File: src/rtl/fetch_bundle_queue.sv
// Fetch bundle queue: buffers 4-instruction bundles from the L1 I-cache and
// issues them one instruction per cycle to decode, with cache backpressure,
// a sticky overflow flag and a synchronous pipeline flush.
module fetch_bundle_queue #(
  parameter int fetchingAddressWidth    = 64,
  parameter int instructionWidth        = 32,
  parameter int bundleSize              = 128,
  parameter int PidSize                 = 20,
  parameter int TidSize                 = 16,
  parameter int instructionCounterWidth = 64,
  parameter int queueDepth              = 4
) (
  input  logic                               clock_i,
  input  logic                               reset_i,
  input  logic                               bundleEnable_i,
  input  logic [bundleSize-1:0]              bundle_i,
  input  logic [fetchingAddressWidth-1:0]    bundleAddress_i,
  input  logic [1:0]                         bundleLen_i,
  input  logic [PidSize-1:0]                 bundlePid_i,
  input  logic [TidSize-1:0]                 bundleTid_i,
  input  logic [instructionCounterWidth-1:0] bundleStartMajId_i,
  input  logic                               flush_i,
  input  logic                               decodeStall_i,
  output logic                               fetchStall_o,
  output logic                               overflow_o,
  output logic                               outputEnable_o,
  output logic [instructionWidth-1:0]        instruction_o,
  output logic [fetchingAddressWidth-1:0]    instAddress_o,
  output logic [PidSize-1:0]                 instPid_o,
  output logic [TidSize-1:0]                 instTid_o,
  output logic [instructionCounterWidth-1:0] instMajId_o
);

  localparam int PTR_W = $clog2(queueDepth);
  localparam int CNT_W = PTR_W + 1;

  typedef struct packed {
    logic [bundleSize-1:0]              bundle;
    logic [fetchingAddressWidth-1:0]    addr;
    logic [1:0]                         len;
    logic [PidSize-1:0]                 pid;
    logic [TidSize-1:0]                 tid;
    logic [instructionCounterWidth-1:0] maj;
  } entry_t;

  entry_t mem_q [queueDepth];

  logic [PTR_W-1:0] rd_ptr_q, rd_ptr_d;
  logic [PTR_W-1:0] wr_ptr_q, wr_ptr_d;
  logic [CNT_W-1:0] count_q, count_d;
  logic [1:0]       sub_q, sub_d;
  logic             overflow_q, overflow_d;

  logic                               oe_q, oe_d;
  logic [instructionWidth-1:0]        ins_q, ins_d;
  logic [fetchingAddressWidth-1:0]    addr_q, addr_d;
  logic [PidSize-1:0]                 pid_q, pid_d;
  logic [TidSize-1:0]                 tid_q, tid_d;
  logic [instructionCounterWidth-1:0] maj_q, maj_d;

  logic   empty, full, issue, pop, push;
  entry_t head, wr_entry;
  logic [instructionWidth-1:0] ins_sel;

  assign empty = (count_q == '0);
  assign full  = (count_q == CNT_W'(queueDepth));
  assign head  = mem_q[rd_ptr_q];

  // A pop frees a slot on the same edge, so a full queue can still accept.
  assign issue = !flush_i && !decodeStall_i && !empty;
  assign pop   = issue && (sub_q == head.len);
  assign push  = !flush_i && bundleEnable_i && (!full || pop);

  // One slot of headroom is kept for the bundle already in the cache pipeline.
  assign fetchStall_o = (count_q >= CNT_W'(queueDepth - 1));

  assign wr_entry = '{bundle: bundle_i, addr: bundleAddress_i, len: bundleLen_i,
                      pid: bundlePid_i, tid: bundleTid_i, maj: bundleStartMajId_i};

  // Select head instruction at the current sub-index.
  always_comb begin
    ins_sel = head.bundle[instructionWidth-1:0];
    for (int k = 0; k < 4; k++) begin
      if (sub_q == 2'(k)) ins_sel = head.bundle[k*instructionWidth +: instructionWidth];
    end
  end

  // Queue bookkeeping: pointers, entry count, sub-index and sticky overflow.
  always_comb begin
    rd_ptr_d   = rd_ptr_q;
    wr_ptr_d   = wr_ptr_q;
    count_d    = count_q;
    sub_d      = sub_q;
    overflow_d = overflow_q;
    if (flush_i) begin
      rd_ptr_d = '0;
      wr_ptr_d = '0;
      count_d  = '0;
      sub_d    = '0;
    end else begin
      if (bundleEnable_i && full && !pop) overflow_d = 1'b1;
      if (push) wr_ptr_d = wr_ptr_q + 1'b1;
      if (pop) begin
        rd_ptr_d = rd_ptr_q + 1'b1;
        sub_d    = '0;
      end else if (issue) begin
        sub_d = sub_q + 1'b1;
      end
      case ({push, pop})
        2'b10:   count_d = count_q + 1'b1;
        2'b01:   count_d = count_q - 1'b1;
        default: count_d = count_q;
      endcase
    end
  end

  // Output register next values; hold under decode stall or when empty.
  always_comb begin
    oe_d   = oe_q;
    ins_d  = ins_q;
    addr_d = addr_q;
    pid_d  = pid_q;
    tid_d  = tid_q;
    maj_d  = maj_q;
    if (flush_i) begin
      oe_d = 1'b0;
    end else if (!decodeStall_i) begin
      oe_d = !empty;
      if (!empty) begin
        ins_d  = ins_sel;
        addr_d = head.addr + {{(fetchingAddressWidth-4){1'b0}}, sub_q, 2'b00};
        pid_d  = head.pid;
        tid_d  = head.tid;
        maj_d  = head.maj + {{(instructionCounterWidth-2){1'b0}}, sub_q};
      end
    end
  end

  // State and output registers with asynchronous reset.
  always_ff @(posedge clock_i or posedge reset_i) begin
    if (reset_i) begin
      rd_ptr_q   <= '0;
      wr_ptr_q   <= '0;
      count_q    <= '0;
      sub_q      <= '0;
      overflow_q <= 1'b0;
      oe_q       <= 1'b0;
      ins_q      <= '0;
      addr_q     <= '0;
      pid_q      <= '0;
      tid_q      <= '0;
      maj_q      <= '0;
    end else begin
      rd_ptr_q   <= rd_ptr_d;
      wr_ptr_q   <= wr_ptr_d;
      count_q    <= count_d;
      sub_q      <= sub_d;
      overflow_q <= overflow_d;
      oe_q       <= oe_d;
      ins_q      <= ins_d;
      addr_q     <= addr_d;
      pid_q      <= pid_d;
      tid_q      <= tid_d;
      maj_q      <= maj_d;
    end
  end

  // Bundle storage; contents are only meaningful between the pointers.
  always_ff @(posedge clock_i) begin
    if (push) mem_q[wr_ptr_q] <= wr_entry;
  end

  assign overflow_o     = overflow_q;
  assign outputEnable_o = oe_q;
  assign instruction_o  = ins_q;
  assign instAddress_o  = addr_q;
  assign instPid_o      = pid_q;
  assign instTid_o      = tid_q;
  assign instMajId_o    = maj_q;

endmodule

File: config.mk
export PLATFORM = sky130hd
export DESIGN_NAME = fetch_bundle_queue
export DESIGN_NICKNAME = d
export VERILOG_FILES = /design/src/rtl/fetch_bundle_queue.sv
export SDC_FILE = /design/constraint.sdc
export NUM_CORES = 1
export LEC_CHECK = 0
export CORE_MARGIN = 4
export CORE_UTILIZATION = 52
export DETAILED_ROUTE_END_ITERATION = 8
export PLACE_DENSITY = 0.76
export SLEW_MARGIN = 20
export SYNTH_ARGS = -nofsm -noshare
export SYNTH_HDL_FRONTEND = slang
export SYNTH_SLANG_ARGS = --single-unit
export TNS_END_PERCENT = 50
File: constraint.sdc
create_clock -name clock_i -period 9.2 [get_ports clock_i]
set_input_delay 1.38 -clock clock_i [delete_from_list [all_inputs] [get_ports clock_i]]
set_output_delay 1.38 -clock clock_i [all_outputs]
set_load 0.01 [all_outputs]
# Yosys cells after proc, flatten, opt, wreduce, memory -nomap -nowiden
# Memories as Yosys holds them, arrays and structs flattened.
# Index checks and enable logic that the tools add are counted.
# word_totals
ram_bits,1176
mem_count,1
out_inout_bits,199
register_bits,207
wordCells,67
# memory_table
memory,words,width,read_ports,rd_ports_with_merged_regs,write_ports,line,rtl
mem_q,4,294,1,0,1,46,entry_t mem_q [queueDepth];
# classes
reduce_logical,20
n_addsub,7
n_lt_le_gt_ge,1
bitwise_logic,3
eq_ne,8
mux,16
# ops
op,n
32-bit two-way mux,3
64-bit by 2-bit adder with 64-bit output,1
64-bit by 4-bit adder with 64-bit output,1
2-bit two-way mux,7
1-bit logical AND,7
"2-bit by 1-bit adder with 2-bit output, second input constant",3
"2-bit equality test, second input constant",3
3-bit one-hot mux with 2 select lines,1
3-bit nonzero test,2
1-bit logical NOT,5
"2-bit by 1-bit equality test with 1-bit output, second input constant",2
1-bit two-way mux,4
2-bit nonzero test,2
"3-bit by 1-bit adder with 3-bit output, second input constant",1
"3-bit equality test, second input constant",1
"3-bit by 2-bit >= comparator with 1-bit output, second input constant",1
3-bit logical NOT,1
3-bit two-way mux,1
1-bit NOT,3
3-bit AND reduction,1
"3-bit by 1-bit subtractor with 3-bit output, second input constant",1
2-bit equality test,1
"2-bit inequality test, second input constant",1
2-bit AND reduction,1
1-bit logical OR,1

# Logic depth before layout (Yosys ltp)
# logic_depth
word_depth,9
ltp_mapped,24
mapped_depth_nobuf,9

# Least setup slack after synthesis
# Ideal clock, no wire load.
# synth_path
path_type,register to register
start,register rd_ptr_q[0]
end,"memory mem_q[0][0] in the netlist's numbering, enable pin"
n_path_buf,8
synth_period_minus_slack_ns,10.062
arrival_ns,9.368
setup_slack_ns,-0.862
stages_incl_launch_ff,14
cell_sequence,dfrtp_1 -> buf_6 -> buf_12 -> buf_12 -> buf_12 -> buf_12 -> buf_8 -> buf_12 -> buf_6 -> mux4_2 -> xnor2_1 -> nand3_1 -> a31oi_1 -> and2_1
# synth_between
elab_chain_len,7
# synth_rtl
element,line,rtl
from (decl),48,"logic [PTR_W-1:0] rd_ptr_q, rd_ptr_d;"
from (signal assigned),154,rd_ptr_q <= rd_ptr_d;
memory read 4 x 294 bit,-,
2-bit equality test,71,assign pop = issue && (sub_q == head.len);
1-bit logical AND,71,
1-bit logical OR,72,assign push = !flush_i && bundleEnable_i && (!full || pop);
1-bit logical AND,72,
1-bit two-way mux,170,if (push) mem_q[wr_ptr_q] <= wr_entry;
1-bit two-way mux (implied by the code),170,
to (decl),46,
# No other way between the ends.

# Worst setup path in the final report
# layout_path
start,register rd_ptr_q[1]
end,register addr_q[44] (netlist: instAddress_o[44])
# layout_between
elab_chain_len,2
# layout_rtl
element,line,rtl
memory read 4 x 294 bit,-,
64-bit by 4-bit adder with 64-bit output,131,"addr_d = head.addr + {{(fetchingAddressWidth-4){1'b0}}, sub_q, 2'b00};"
to (signal assigned),161,addr_q <= addr_d;
to (decl),56,"logic [fetchingAddressWidth-1:0] addr_q, addr_d;"
# No other way between the ends.
# A chain may end at the register's enable or synchronous reset.

==> summary.md <==
| Metric | Value |
|---|---|
| Result of the run | completed |
| Signed area change from the synthesized netlist to the final layout | 20.0% |
| Part of the power in combinational logic | 13.2% |
| Largest net degree at the start of global routing | 160 |
| Internal cell power | 11.7 mW |
| Number of setup violations in the final report | 0 |
| Part of the power in the clock network | 36.4% |
| HPWL reported at the end of detailed placement | 77300 um |
| Start point of the critical path | rd_ptr_q[1]$_DFFE_PP0P_ |
| H-Tree Depth | 4 |
| Cells traversed along the worst timing path | buf_4 -> mux4_1 -> nand4_1 -> nand4bb_1 -> or3_1 -> or4_1 -> a31oi_1 |
| Leakage | 21.2 nW |
| Input/output buffers | 497 |
| Count of antenna-violating nets left after detailed routing | 0 |
| Number of filler cells placed in the layout | 7053 |
| Per-cell via count in the routed design | 5.80 |
| WL per Instance | 25.1 um |
| Area of the core region | 104000 um^2 |
| CP max FO | 60 |
| Clock input transition at the sequential cells of the worst setup and hold paths | 70 ps |
| Number of flip-flops and latches in the synthesized netlist | 1383 |
| Yosys synthesis warning count | 0 |
| Reg2reg start | rd_ptr_q[1]$_DFFE_PP0P_ |
| CTS tree | yes |
| Arrival time at the worst endpoint | 6010 ps |
| Count of non-filler cells in the finished layout | 4928 |
| Number of enable flip-flop cells after synthesis | 1176 |
| Number of detailed-route iterations in the first pass | 5 |
| Congestion Overflow GR | 0 |
| Source-to-sink clock delay at the later pin of the worst-skew pair | 740 ps |
| Highest-count cells in the layout ignoring fill and taps | sky130_fd_sc_hd__edfxtp_1 (1176), sky130_fd_sc_hd__clkdlybuf4s50_1 (497), sky130_fd_sc_hd__nand2_1 (315), sky130_fd_sc_hd__mux4_2 (252), sky130_fd_sc_hd__dfrtp_1 (205) |
| Post-synthesis net count | 3195 |
| Worst min-delay path startpoint | instAddress_o[0]$_DFFE_PP0P_ |
| Gr usage total | 22.4% |
| Global placer's final weighted congestion | 0.932 |
| Total placed instance area | 60600 um^2 |
| Number of buffers created by CTS | 141 |
| Number of buffers between clock root and the deepest sink | 3 |
| Net Switching | 3.64 mW |
| Vertical die dimension | 331 um |
| Global-route wire length before repair | 186000 um |
| Sequential element share of the synthesized area | 74.5% |
| Peak supply drop | 0.180 mV |
| Period Utilization, post-route | 58.4% |
| Resized Gates After CTS | 0 |
| Synthesized area per cell | 18.9 um^2 |
| Startpoint type of the worst setup path | flip-flop |
| Standard-cell row count | 118 |
| Antenna violations before repair | 46 |
| Commonest non-fill, non-tap cell in the layout | sky130_fd_sc_hd__edfxtp_1 |
| Critical path type | flip-flop to flip-flop |
| Number of distinct library cells after synthesis | 58 |
| Cts hold-fix bufs | 0 |
| Largest area contributor in the synthesized netlist | sky130_fd_sc_hd__edfxtp_1 |
| Share of post-route cells with drive strength above 1 | 14.7% |
| Class of the tightest hold or removal check | flip-flop to flip-flop |
| Final hold violation count | 0 |
| Main synth FF type | sky130_fd_sc_hd__edfxtp_1 |
| Share of power burned in registers | 50.4% |
| Buffer cell driving the clock tree root | sky130_fd_sc_hd__clkbuf_16 |
| Worst Max-Slew Pin Slew | 1110 ps |
| Leading post-synthesis cells by cell area | sky130_fd_sc_hd__edfxtp_1 (65%), sky130_fd_sc_hd__mux4_2 (10%), sky130_fd_sc_hd__dfrtp_1 (9.5%) |
| Via count | 28594 |
| Post-synthesis instance total | 2882 |
| Final setup skew | 28.8 ps |
| DRC violation count after routing | 0 |
| Worst endpoint required time | 9840 ps |
| Sw Ratio | 23.8% |
| Share of synthesized registers carrying an async set or reset | 15.0% |
| Crit end category | flip-flop |
| Placed Instances | 4643 |
| Critical path's largest stage delay | 1040 ps |
| Post-route setup TNS | 0 ps |
| Die footprint | 110000 um^2 |
| Total power after layout | 15.3 mW |
| Post-route standard cell area excluding fillers | 65200 um^2 |
| Clock tree sinks | 1383 |
| Net count reported at finish | 3720 |
| Final Slew Violations | 0 |
| Shortest clock period the worst path allows after layout | 5370 ps |
| Area share of the largest cell type after synthesis | 65.0% |
| DR iter-0 viols | 2256 |
| Post-Synthesis Cell Area | 54300 um^2 |
| Max-capacitance violation count | 0 |
| Number of buffers inserted by post-CTS setup repair | 0 |
| Die outline width | 331 um |
| IO Pins | 498 |
| Initial Utilization | 52.4% |
| Slowest-stage cell, CP | sky130_fd_sc_hd__dfrtp_4 |
| Number of global-route vias before repair | 29285 |
| Relative slew margins | 26.1% |
| Fmax | 186 MHz |
| Setup repair after global routing missed its margin | no |
| Wire length reported by the detailed router | 124000 um |
| Cell area power density | 235 nW/um^2 |
-- cell families after synthesis --
logic type | synth area share [%]
compound gates | 2.52
xor+xnor | 1.34
fa+ha+maj | 0.364
buf+inv | 1.78
flops | 74.5
mux | 13.8
simple gates | 5.69
-- final timing paths --
check	to	slack, ps	cells after the start
max	instAddress_o[44]$_DFFE_PP0P_	3830	7
min	instAddress_o[0]$_DFFE_PP0P_	480	2
max reg2reg	instAddress_o[44]$_DFFE_PP0P_	3830	7
min reg2reg	instAddress_o[0]$_DFFE_PP0P_	480	2
max in group asynchronous	instAddress_o[39]$_DFFE_PP0P_	6880	3
min in group asynchronous	instTid_o[10]$_DFFE_PP0P_	1130	2
-- final cells by class --
cell class,instances,area (um^2),share of cell area (%)
Antenna cell,25,62.6,0.0959
Timing Repair Buffer,532,5380,8.25
Multi-Input combinational cell,1330,12900,19.8
Sequential cell,1383,40500,62.1
Clock buffer,186,3860,5.92
Inverter,19,78.8,0.121
Tap cell,1380,1730,2.65
Clock inverter,73,703,1.08
-- power by group through the flow --
stage               Combinational, mW  Sequential, mW  Clock, mW
floorplan                       0.672            7.91          0
global placement                 1.99            7.82          0
detailed placement               2.03            7.84          0
CTS                              2.04            7.72       5.67
global route                     2.18            7.75       5.95
finish                           2.02            7.71       5.57
-- metrics by stage --
stage	hold slack, ps	setup slack, ps	util (%)
3_3_place_gp	461	3520	58.4
6_report	477	3830	62.9
3_5_place_dp	467	3440	58.4
2_1_floorplan	503	-861	-
5_1_grt	495	3450	62.9
4_1_cts	478	3820	62.8
-- worst max-delay path: cells and delay by family, from the launching register on --
family	cells	cell delay, ps
DFF	1	1040
buffers and inverters	1	780
muxes	1	340
AOI/OAI and AO/OA	1	180
and+or+nand+nor	4	2810
-- synthesized netlist by cell type, types with 12 or more instances --
| master | n |
|---|---|
| sky130_fd_sc_hd__clkbuf_1 | 69 |
| sky130_fd_sc_hd__and3_1 | 15 |
| sky130_fd_sc_hd__dfrtp_1 | 207 |
| sky130_fd_sc_hd__nand4_1 | 33 |
| sky130_fd_sc_hd__nor3_1 | 12 |
| sky130_fd_sc_hd__buf_2 | 25 |
| sky130_fd_sc_hd__o21ai_0 | 160 |
| sky130_fd_sc_hd__buf_4 | 18 |
| sky130_fd_sc_hd__o31ai_1 | 25 |
| sky130_fd_sc_hd__and4_1 | 25 |
| sky130_fd_sc_hd__buf_1 | 15 |
| sky130_fd_sc_hd__xnor2_1 | 52 |
| sky130_fd_sc_hd__mux4_1 | 41 |
| sky130_fd_sc_hd__xor2_1 | 31 |
| sky130_fd_sc_hd__a31oi_1 | 43 |
| sky130_fd_sc_hd__or4_1 | 24 |
| sky130_fd_sc_hd__mux4_2 | 252 |
| sky130_fd_sc_hd__nor2_1 | 66 |
| sky130_fd_sc_hd__edfxtp_1 | 1176 |
| sky130_fd_sc_hd__nand3_1 | 37 |
| sky130_fd_sc_hd__or3_1 | 23 |
| sky130_fd_sc_hd__nand2_1 | 315 |
| sky130_fd_sc_hd__mux2i_1 | 70 |
| sky130_fd_sc_hd__inv_1 | 19 |
| sky130_fd_sc_hd__and2_1 | 15 |
| sky130_fd_sc_hd__nor4_1 | 23 |
-- routing by layer --
metal | vias up | part of all wire, % | global-route usage (%)
met3 | 245 | 7.8 | 6.15
met5 | - | 0.23 | 0
met1 | 14723 | 39 | 29.4
met4 | 44 | 2.9 | 7.83
li1 | 12620 | - | -
met2 | 962 | 50 | 36.5
-- registers in the layout, indices dropped and copies added (netlist names) --
| name | flops |
|---|---|
| mem_q | 1176 |
| instruction_o | 32 |
| outputEnable_o | 1 |
| sub_q | 2 |
| wr_ptr_q | 2 |
| count_q | 3 |
| instTid_o | 16 |
| instPid_o | 20 |
| rd_ptr_q | 2 |
| overflow_o | 1 |
| instMajId_o | 64 |
| instAddress_o | 64 |
Note: power is estimated with default switching activity, not from simulation.
